<file path="src/rtl/dmem_arbiter.sv">
// dmem_arbiter: shares one data-memory port between the CPU (port A) and an
// external loader/debug/DMA master (port B). Round-robin, one access per cycle,
// reads return one cycle after the grant through per-port data registers.
// Optional feature macro: DMEM_ARB_LOCK_EN (lets port B hold the memory for up
// to LOCK_MAX consecutive grants while b_lock is asserted).
module dmem_arbiter #(
  parameter int AW       = 16,
  parameter int DW       = 32,
  parameter int LOCK_MAX = 8
) (
  input  logic          clk,
  input  logic          rst_n,
  input  logic          a_req,
  input  logic          a_we,
  input  logic [AW-1:0] a_addr,
  input  logic [DW-1:0] a_wdata,
  output logic          a_gnt,
  output logic          a_rvalid,
  output logic [DW-1:0] a_rdata,
  output logic          a_stall,
  input  logic          b_req,
  input  logic          b_we,
  input  logic [AW-1:0] b_addr,
  input  logic [DW-1:0] b_wdata,
  input  logic          b_lock,
  output logic          b_gnt,
  output logic          b_rvalid,
  output logic [DW-1:0] b_rdata,
  output logic [AW-1:0] m_addr,
  output logic [DW-1:0] m_wdata,
  output logic          m_memwrite,
  output logic          m_memread,
  input  logic [DW-1:0] m_rdata
);

  typedef enum logic {PORT_A = 1'b0, PORT_B = 1'b1} port_e;

  port_e         last_reg, last_next;
  logic          gnt_a, gnt_b;
  logic          hold;      // port B owns the memory this cycle
  logic          lock_end;  // an ownership period finishes this cycle
  logic          a_rvalid_reg, b_rvalid_reg;
  logic [DW-1:0] a_rdata_reg, b_rdata_reg;

`ifdef DMEM_ARB_LOCK_EN
  localparam int CW = ($clog2(LOCK_MAX + 1) > 3) ? $clog2(LOCK_MAX + 1) : 3;
  localparam logic [CW-1:0] LAST_CNT = CW'(LOCK_MAX - 1);

  logic [CW-1:0] lock_cnt_reg, lock_cnt_next;
  logic          owned;

  assign owned    = (lock_cnt_reg != '0);
  assign hold     = owned & b_req & b_lock;
  assign lock_end = owned & ~hold;

  // Count grants inside a locked burst; the LOCK_MAX-th grant releases ownership,
  // so the counter is cleared at that edge instead of holding LOCK_MAX.
  always_comb begin
    lock_cnt_next = lock_cnt_reg;
    if (owned) begin
      if (!hold || lock_cnt_reg >= LAST_CNT) begin
        lock_cnt_next = '0;
      end else begin
        lock_cnt_next = lock_cnt_reg + CW'(1);
      end
    end else if (gnt_b && b_lock && (LOCK_MAX > 1)) begin
      lock_cnt_next = CW'(1);
    end
  end

  // Lock counter register
  always_ff @(posedge clk or negedge rst_n) begin
    if (!rst_n) begin
      lock_cnt_reg <= '0;
    end else begin
      lock_cnt_reg <= lock_cnt_next;
    end
  end
`else
  logic unused_b_lock;
  assign unused_b_lock = b_lock;
  assign hold          = 1'b0;
  assign lock_end      = 1'b0;
`endif

  // Grant selection: lock ownership first, then round-robin against last winner.
  // Grants are forced low while reset is asserted so no strobe reaches memory.
  always_comb begin
    gnt_a = 1'b0;
    gnt_b = 1'b0;
    if (hold) begin
      gnt_b = 1'b1;
    end else if (a_req && b_req) begin
      if (last_reg == PORT_B) gnt_a = 1'b1;
      else                    gnt_b = 1'b1;
    end else if (a_req) begin
      gnt_a = 1'b1;
    end else if (b_req) begin
      gnt_b = 1'b1;
    end
    if (!rst_n) begin
      gnt_a = 1'b0;
      gnt_b = 1'b0;
    end
  end

  // Memory-side mux: the granted port drives address, data and strobes; idle is all zero.
  always_comb begin
    m_addr     = '0;
    m_wdata    = '0;
    m_memwrite = 1'b0;
    m_memread  = 1'b0;
    if (gnt_a) begin
      m_addr     = a_addr;
      m_wdata    = a_wdata;
      m_memwrite = a_we;
      m_memread  = ~a_we;
    end else if (gnt_b) begin
      m_addr     = b_addr;
      m_wdata    = b_wdata;
      m_memwrite = b_we;
      m_memread  = ~b_we;
    end
  end

  // Last-winner update; the end of a lock period hands priority back to port A.
  always_comb begin
    last_next = last_reg;
    if (lock_end)   last_next = PORT_B;
    else if (gnt_a) last_next = PORT_A;
    else if (gnt_b) last_next = PORT_B;
  end

  // Round-robin state
  always_ff @(posedge clk or negedge rst_n) begin
    if (!rst_n) begin
      last_reg <= PORT_B;
    end else begin
      last_reg <= last_next;
    end
  end

  // Read return: capture memory data at the end of a read grant, valid for one cycle.
  always_ff @(posedge clk or negedge rst_n) begin
    if (!rst_n) begin
      a_rvalid_reg <= 1'b0;
      b_rvalid_reg <= 1'b0;
      a_rdata_reg  <= '0;
      b_rdata_reg  <= '0;
    end else begin
      a_rvalid_reg <= gnt_a & ~a_we;
      b_rvalid_reg <= gnt_b & ~b_we;
      if (gnt_a && !a_we) a_rdata_reg <= m_rdata;
      if (gnt_b && !b_we) b_rdata_reg <= m_rdata;
    end
  end

  assign a_gnt    = gnt_a;
  assign b_gnt    = gnt_b;
  assign a_stall  = a_req & ~gnt_a;
  assign a_rvalid = a_rvalid_reg;
  assign b_rvalid = b_rvalid_reg;
  assign a_rdata  = a_rdata_reg;
  assign b_rdata  = b_rdata_reg;

endmodule

</file>
<file path="config.mk">
export PLATFORM = sky130hd
export DESIGN_NAME = dmem_arbiter
export DESIGN_NICKNAME = d
export VERILOG_FILES = /design/src/rtl/dmem_arbiter.sv
export SDC_FILE = /design/constraint.sdc
export NUM_CORES = 1
export LEC_CHECK = 0
export BUFFER_PORTS_ARGS = -buffer_cell sky130_fd_sc_hd__buf_2
export CORE_AREA = 2 2 99 101
export DETAILED_ROUTE_END_ITERATION = 12
export DIE_AREA = 0 0 101 103
export MAX_ROUTING_LAYER = met4
export PLACE_DENSITY = 0.69
export SLEW_MARGIN = 15
export SYNTH_ARGS = -nofsm -noshare
export SYNTH_HDL_FRONTEND = slang
export SYNTH_SLANG_ARGS = --single-unit
</file>
<file path="constraint.sdc">
create_clock -name clk -period 1.57 [get_ports clk]
set_input_delay 0.2355 -clock clk [delete_from_list [all_inputs] [get_ports clk]]
set_output_delay 0.2355 -clock clk [all_outputs]
set_load 0.05 [all_outputs]
</file>
# Word-level counts from Yosys, hierarchy flattened
# Cells that the tools add are included.
# word_totals
mem_bits_rw,0
inputBits,135
output_inout_bits,119
elab_cells,36
n_memories,0
rom_bits,0
ff_bits,67
latchBits,0
# classes
muxes,19
reduce_logical,6
multipliers,0
n_bitwise,6
n_lt_le_gt_ge,0
eq_ne,0
div_mod_pow,0
n_shift,0
n_addsub,0
# op_table
operator,n
32-bit 2-to-1 mux,2
16-bit 2-to-1 mux,2
1-bit 2-to-1 mux,15
1-bit bitwise AND,3
1-bit logical AND,3
1-bit NOT,3
1-bit logical NOT,2
2-bit nonzero test,1

# Longest topological paths before layout
# logic_depth
ltp_word,6
depth_mapped,5
ltp_nobuf,3

# Worst setup path after synthesis
# OpenSTA, ideal clock, no wires.
# synth_timing
path_type,register -> output
from,register last_reg
to,output m_addr[10]
required_time_ns,1.334
arrival_ns,1.813
setup_slack_ns,-0.478
stages_incl_launch_ff,4
n_path_buf,1
path_cell_list,dfstp_2 > a21oi_1 > clkbuf_1 > a22o_1
# synth_between
elab_chain_len,5
word_cells_on_any_way,8
classes_between,8 x mux
# synth_rtl
item,line,source
"start, declared",38,"port_e last_reg, last_next;"
"start signal, assigned",139,last_reg <= last_next;
1-bit 2-to-1 mux,94,if (last_reg == PORT_B) gnt_a = 1'b1;
1-bit 2-to-1 mux,93,end else if (a_req && b_req) begin
1-bit 2-to-1 mux,101,if (!rst_n) begin
named net b_gnt,26,"output logic b_gnt,"
16-bit 2-to-1 mux,118,end else if (gnt_b) begin
16-bit 2-to-1 mux,113,if (gnt_a) begin
"end, declared",29,"output logic [AW-1:0] m_addr,"
# The timed path passes the listed nets, and every way through them passes these cells.

# Worst setup path in the final report
# layout_timing
from,register last_reg
to,output m_wdata[2]
# layout_between
elab_chain_len,5
word_cells_on_any_way,8
classes_between,8 x mux
# layout_rtl
item,line,source
1-bit 2-to-1 mux,94,
1-bit 2-to-1 mux,93,
1-bit 2-to-1 mux,101,
32-bit 2-to-1 mux,118,
32-bit 2-to-1 mux (*),113,
"end, declared",30,"output logic [DW-1:0] m_wdata,"
# Mark *: on every way between the ends. The rest lies on a longest branch, timed or not.

==> run_results.csv <==
group,metric,value,unit
outcome,status,"complete, but fails checks",
outcome,violations,"setup timing",
die,coreArea,9460,sq um
die,chipHeight,103,um
timing,final.period_utilization,127,%
pwr,clock_power_share,18.0,%
drt,via_per_inst,4.98,
pwr,vdd_drop_max,1.02,mV
die,fp.dieW,101,um
worst_setup_path,start_kind,"register",
clock_tree,root_buffer,"clkbuf_8",
die,rows,36,
drt,ant_nets,0,
timing,skew,0.00437,ns
worst_setup_path,crit_slowest_cell,"dfstp_2",
yosys,synth_seq_area_share,55.6,%
global_routing,grt_pass1_vias,3083,
finish,stdcell_count,615,
global_routing,grt.total_usage,22.1,%
clock_tree,cts_max_path_buffers,2,
clock_tree,cts_tree,"built",
drt,drt_drc_violations_left,0,
timing,finalSetupTns,-25.31,ns
die,die_area,10400,sq um
pwr,leakage,3.16,nW
clock_tree,htree_levels,3,
finish,syn_to_final_growth,107,%
worst_setup_path,crit_type,"register to output port",
timing,setup_viol,98,
worst_setup_path,path_cells,"inv_2 -> a21oi_4 -> buf_6 -> buf_12 -> clkbuf_16 -> a22o_4 -> buf_8",
timing,tightest_slew,0.842,ns
yosys,synthDominantCellAreaShare,54.7,%
timing,slew_headroom,43.9,%
drt,drtIter0Drc,56,
yosys,synth_area,3020,sq um
drt,via_count,3063,
clock_tree,clkSinkCount,67,
placed_design,dp.cells,576,
finish,filler_cell_count,692,
die,io_pins,254,
yosys,yosysUniqueCellTypes,18,
placed_design,place_area,5020,sq um
timing,rsz0062_at_grt,"yes",
job,max_cap_violations,0,
placed_design,dpl_worst_slack,-0.141,ns
yosys,syn-num-nets,344,
pwr,p_sw_share,44.2,%
die,start_util,31.9,%
yosys,synth_area_leaders,"dfrtp_1 55%, mux2_2 22%, a22o_1 14%",
finish,drive_above_1_share,85.0,%
clock_tree,clkTransAtPathRegs,0.07,ns
placed_design,gp_congestion,0.849,
drt,drt_pass1_iterations,7,
timing,fmax,0.500,GHz
global_routing,antenna_found_initial,1,
worst_setup_path,critPathMaxStageDelay,0.54,ns
clock_tree,clkLatencyLatePin,0.34,ns
global_routing,grt_pass1_wl,16600,um
drt,routed_wl,12200,um
worst_setup_path,critical_path_buf_inv_count,5,
yosys,synth_top_area_cell,"dfrtp_1",
yosys,synth-seq-cells,67,
pwr,pwr-share-comb,51.9,%
worst_setup_path,end_kind,"output port",
drt,drt-wirelength-per-cell,19.9,um
worst_setup_path,critical_path.max_fanout,5,
pwr,power.density,1270,nW/um^2
worst_setup_path,required,1.33,ns
pwr,p_total,7.92,mW
placed_design,hpwl,8020,um
timing,drv_slew,0,
placed_design,io_buffers,252,
clock_tree,numCtsBuffers,9,
pwr,p_seq_share,30.0,%
timing,setup_slack,-0.428,ns
worst_hold_path,hp-class,"input port to register",
global_routing,grt_max_degree,68,
yosys,avgSynthCellArea,14.4,sq um
worst_setup_path,cp.arrival,1.76,ns
yosys,yosysWarnings,0,
finish,nNetsFinal,631,
pwr,switching_power,3.50,mW
worst_setup_path,cp_top_family,"buffers and inverters",
global_routing,grt_overflow,0,
yosys,syn_inst,209,
timing,min_period,2.00,ns
finish,design_area,6240,sq um
pwr,p_int,4.41,mW
timing,hold_violations,0,
==> routing by layer <==
metal	GRT usage (%)	vias to the layer above	share of wire (%)
met5	-	-	0
met1	26.4	1512	39
li1	-	1366	-
met4	10.8	0	3.0
met3	4.75	30	6.8
met2	35.5	155	51
==> power by group through the flow <==
stage          clock network, mW  logic [mW]  registers [mW]
6_report                    1.43        4.11            2.38
5_1_grt                     1.53        4.25            2.43
3_3_place_gp                   0        3.59            2.36
2_1_floorplan                  0        1.11            3.89
3_5_place_dp                   0        3.62            2.39
4_1_cts                     1.47        4.00            2.38
==> synthesized netlist by cell type <==
library cell / instances
buf_6: 3
nand2_1: 3
mux2_2: 59
a211oi_4: 2
clkbuf_1: 3
o21ba_2: 1
nor2b_1: 1
dfrtp_1: 66
or2_2: 1
dfstp_2: 1
mux2_1: 5
inv_2: 1
o21ai_0: 1
a21oi_1: 2
a22o_1: 48
inv_1: 1
a211oi_1: 1
buf_2: 10
==> cell type report <==
type                       instances  area [sq um]  area share [%]
multi-input combinational        124          1750            28.0
inverter                           2          7.51           0.120
timing repair buffer             292          2470            39.5
clock buffer                      13           159            2.55
clock inverter                     2          35.0           0.562
sequential                        67          1680            26.9
antenna                            1          2.50          0.0401
tap                              114           143            2.29
==> final timing paths <==
check / depth (start not counted) / from / end / slack (ns)
max in group asynchronous: 2 / rst_n / a_rvalid$_DFF_PN0_ / 0.84
worst max register to register: 6 / last_reg$_DFFE_PN1P_ / b_rdata[20]$_DFFE_PN0P_ / -0.22
worst min register to register: 1 / a_rdata[6]$_DFFE_PN0P_ / a_rdata[6]$_DFFE_PN0P_ / 0.50
worst min-delay path: 2 / m_rdata[15] / a_rdata[15]$_DFFE_PN0P_ / 0.13
min in group asynchronous: 2 / rst_n / b_rdata[7]$_DFFE_PN0P_ / 0.15
worst max-delay path: 7 / last_reg$_DFFE_PN1P_ / m_wdata[2] / -0.43
==> timing repair <==
action                     in CTS  in global routing
setup endpoints to repair     112                112
pin swaps                       1                  1
resized for setup             153                 25
gates cloned                    7                  6
hold buffers                    0                  0
buffers inserted                7                  4
==> stage by stage <==
stage                     hold WS [ns]  utilization, %
final                            0.132            65.9
after global routing             0.122            65.9
after CTS                        0.111            63.1
after detailed placement         0.469            53.1
after global placement           0.463            53.1
after floorplan                -0.0601               -
==> kinds of logic (layout without fill, tap and decap cells) <==
logic type,count (synthesis),after routing,share of synthesized area (%)
flops,67,67,55.6
mux,64,64,23.9
compound gates,55,55,16.3
buf+inv,18,309,3.40
simple gates,5,5,0.788
other cells,0,1,0
==> layout by cell type, fill, tap and decap left out, types with 2 or more instances in the layout <==
cell,count
clkbuf_1,2
buf_6,23
a22o_4,44
buf_2,199
buf_12,18
buf_4,8
clkbuf_16,5
a22o_2,4
buf_8,33
dfrtp_1,66
mux2_4,23
a211oi_4,2
a21oi_4,2
mux2_2,41
buf_16,5
nand2_1,3
clkbuf_8,11
Note: power is estimated with default switching activity, not from simulation.
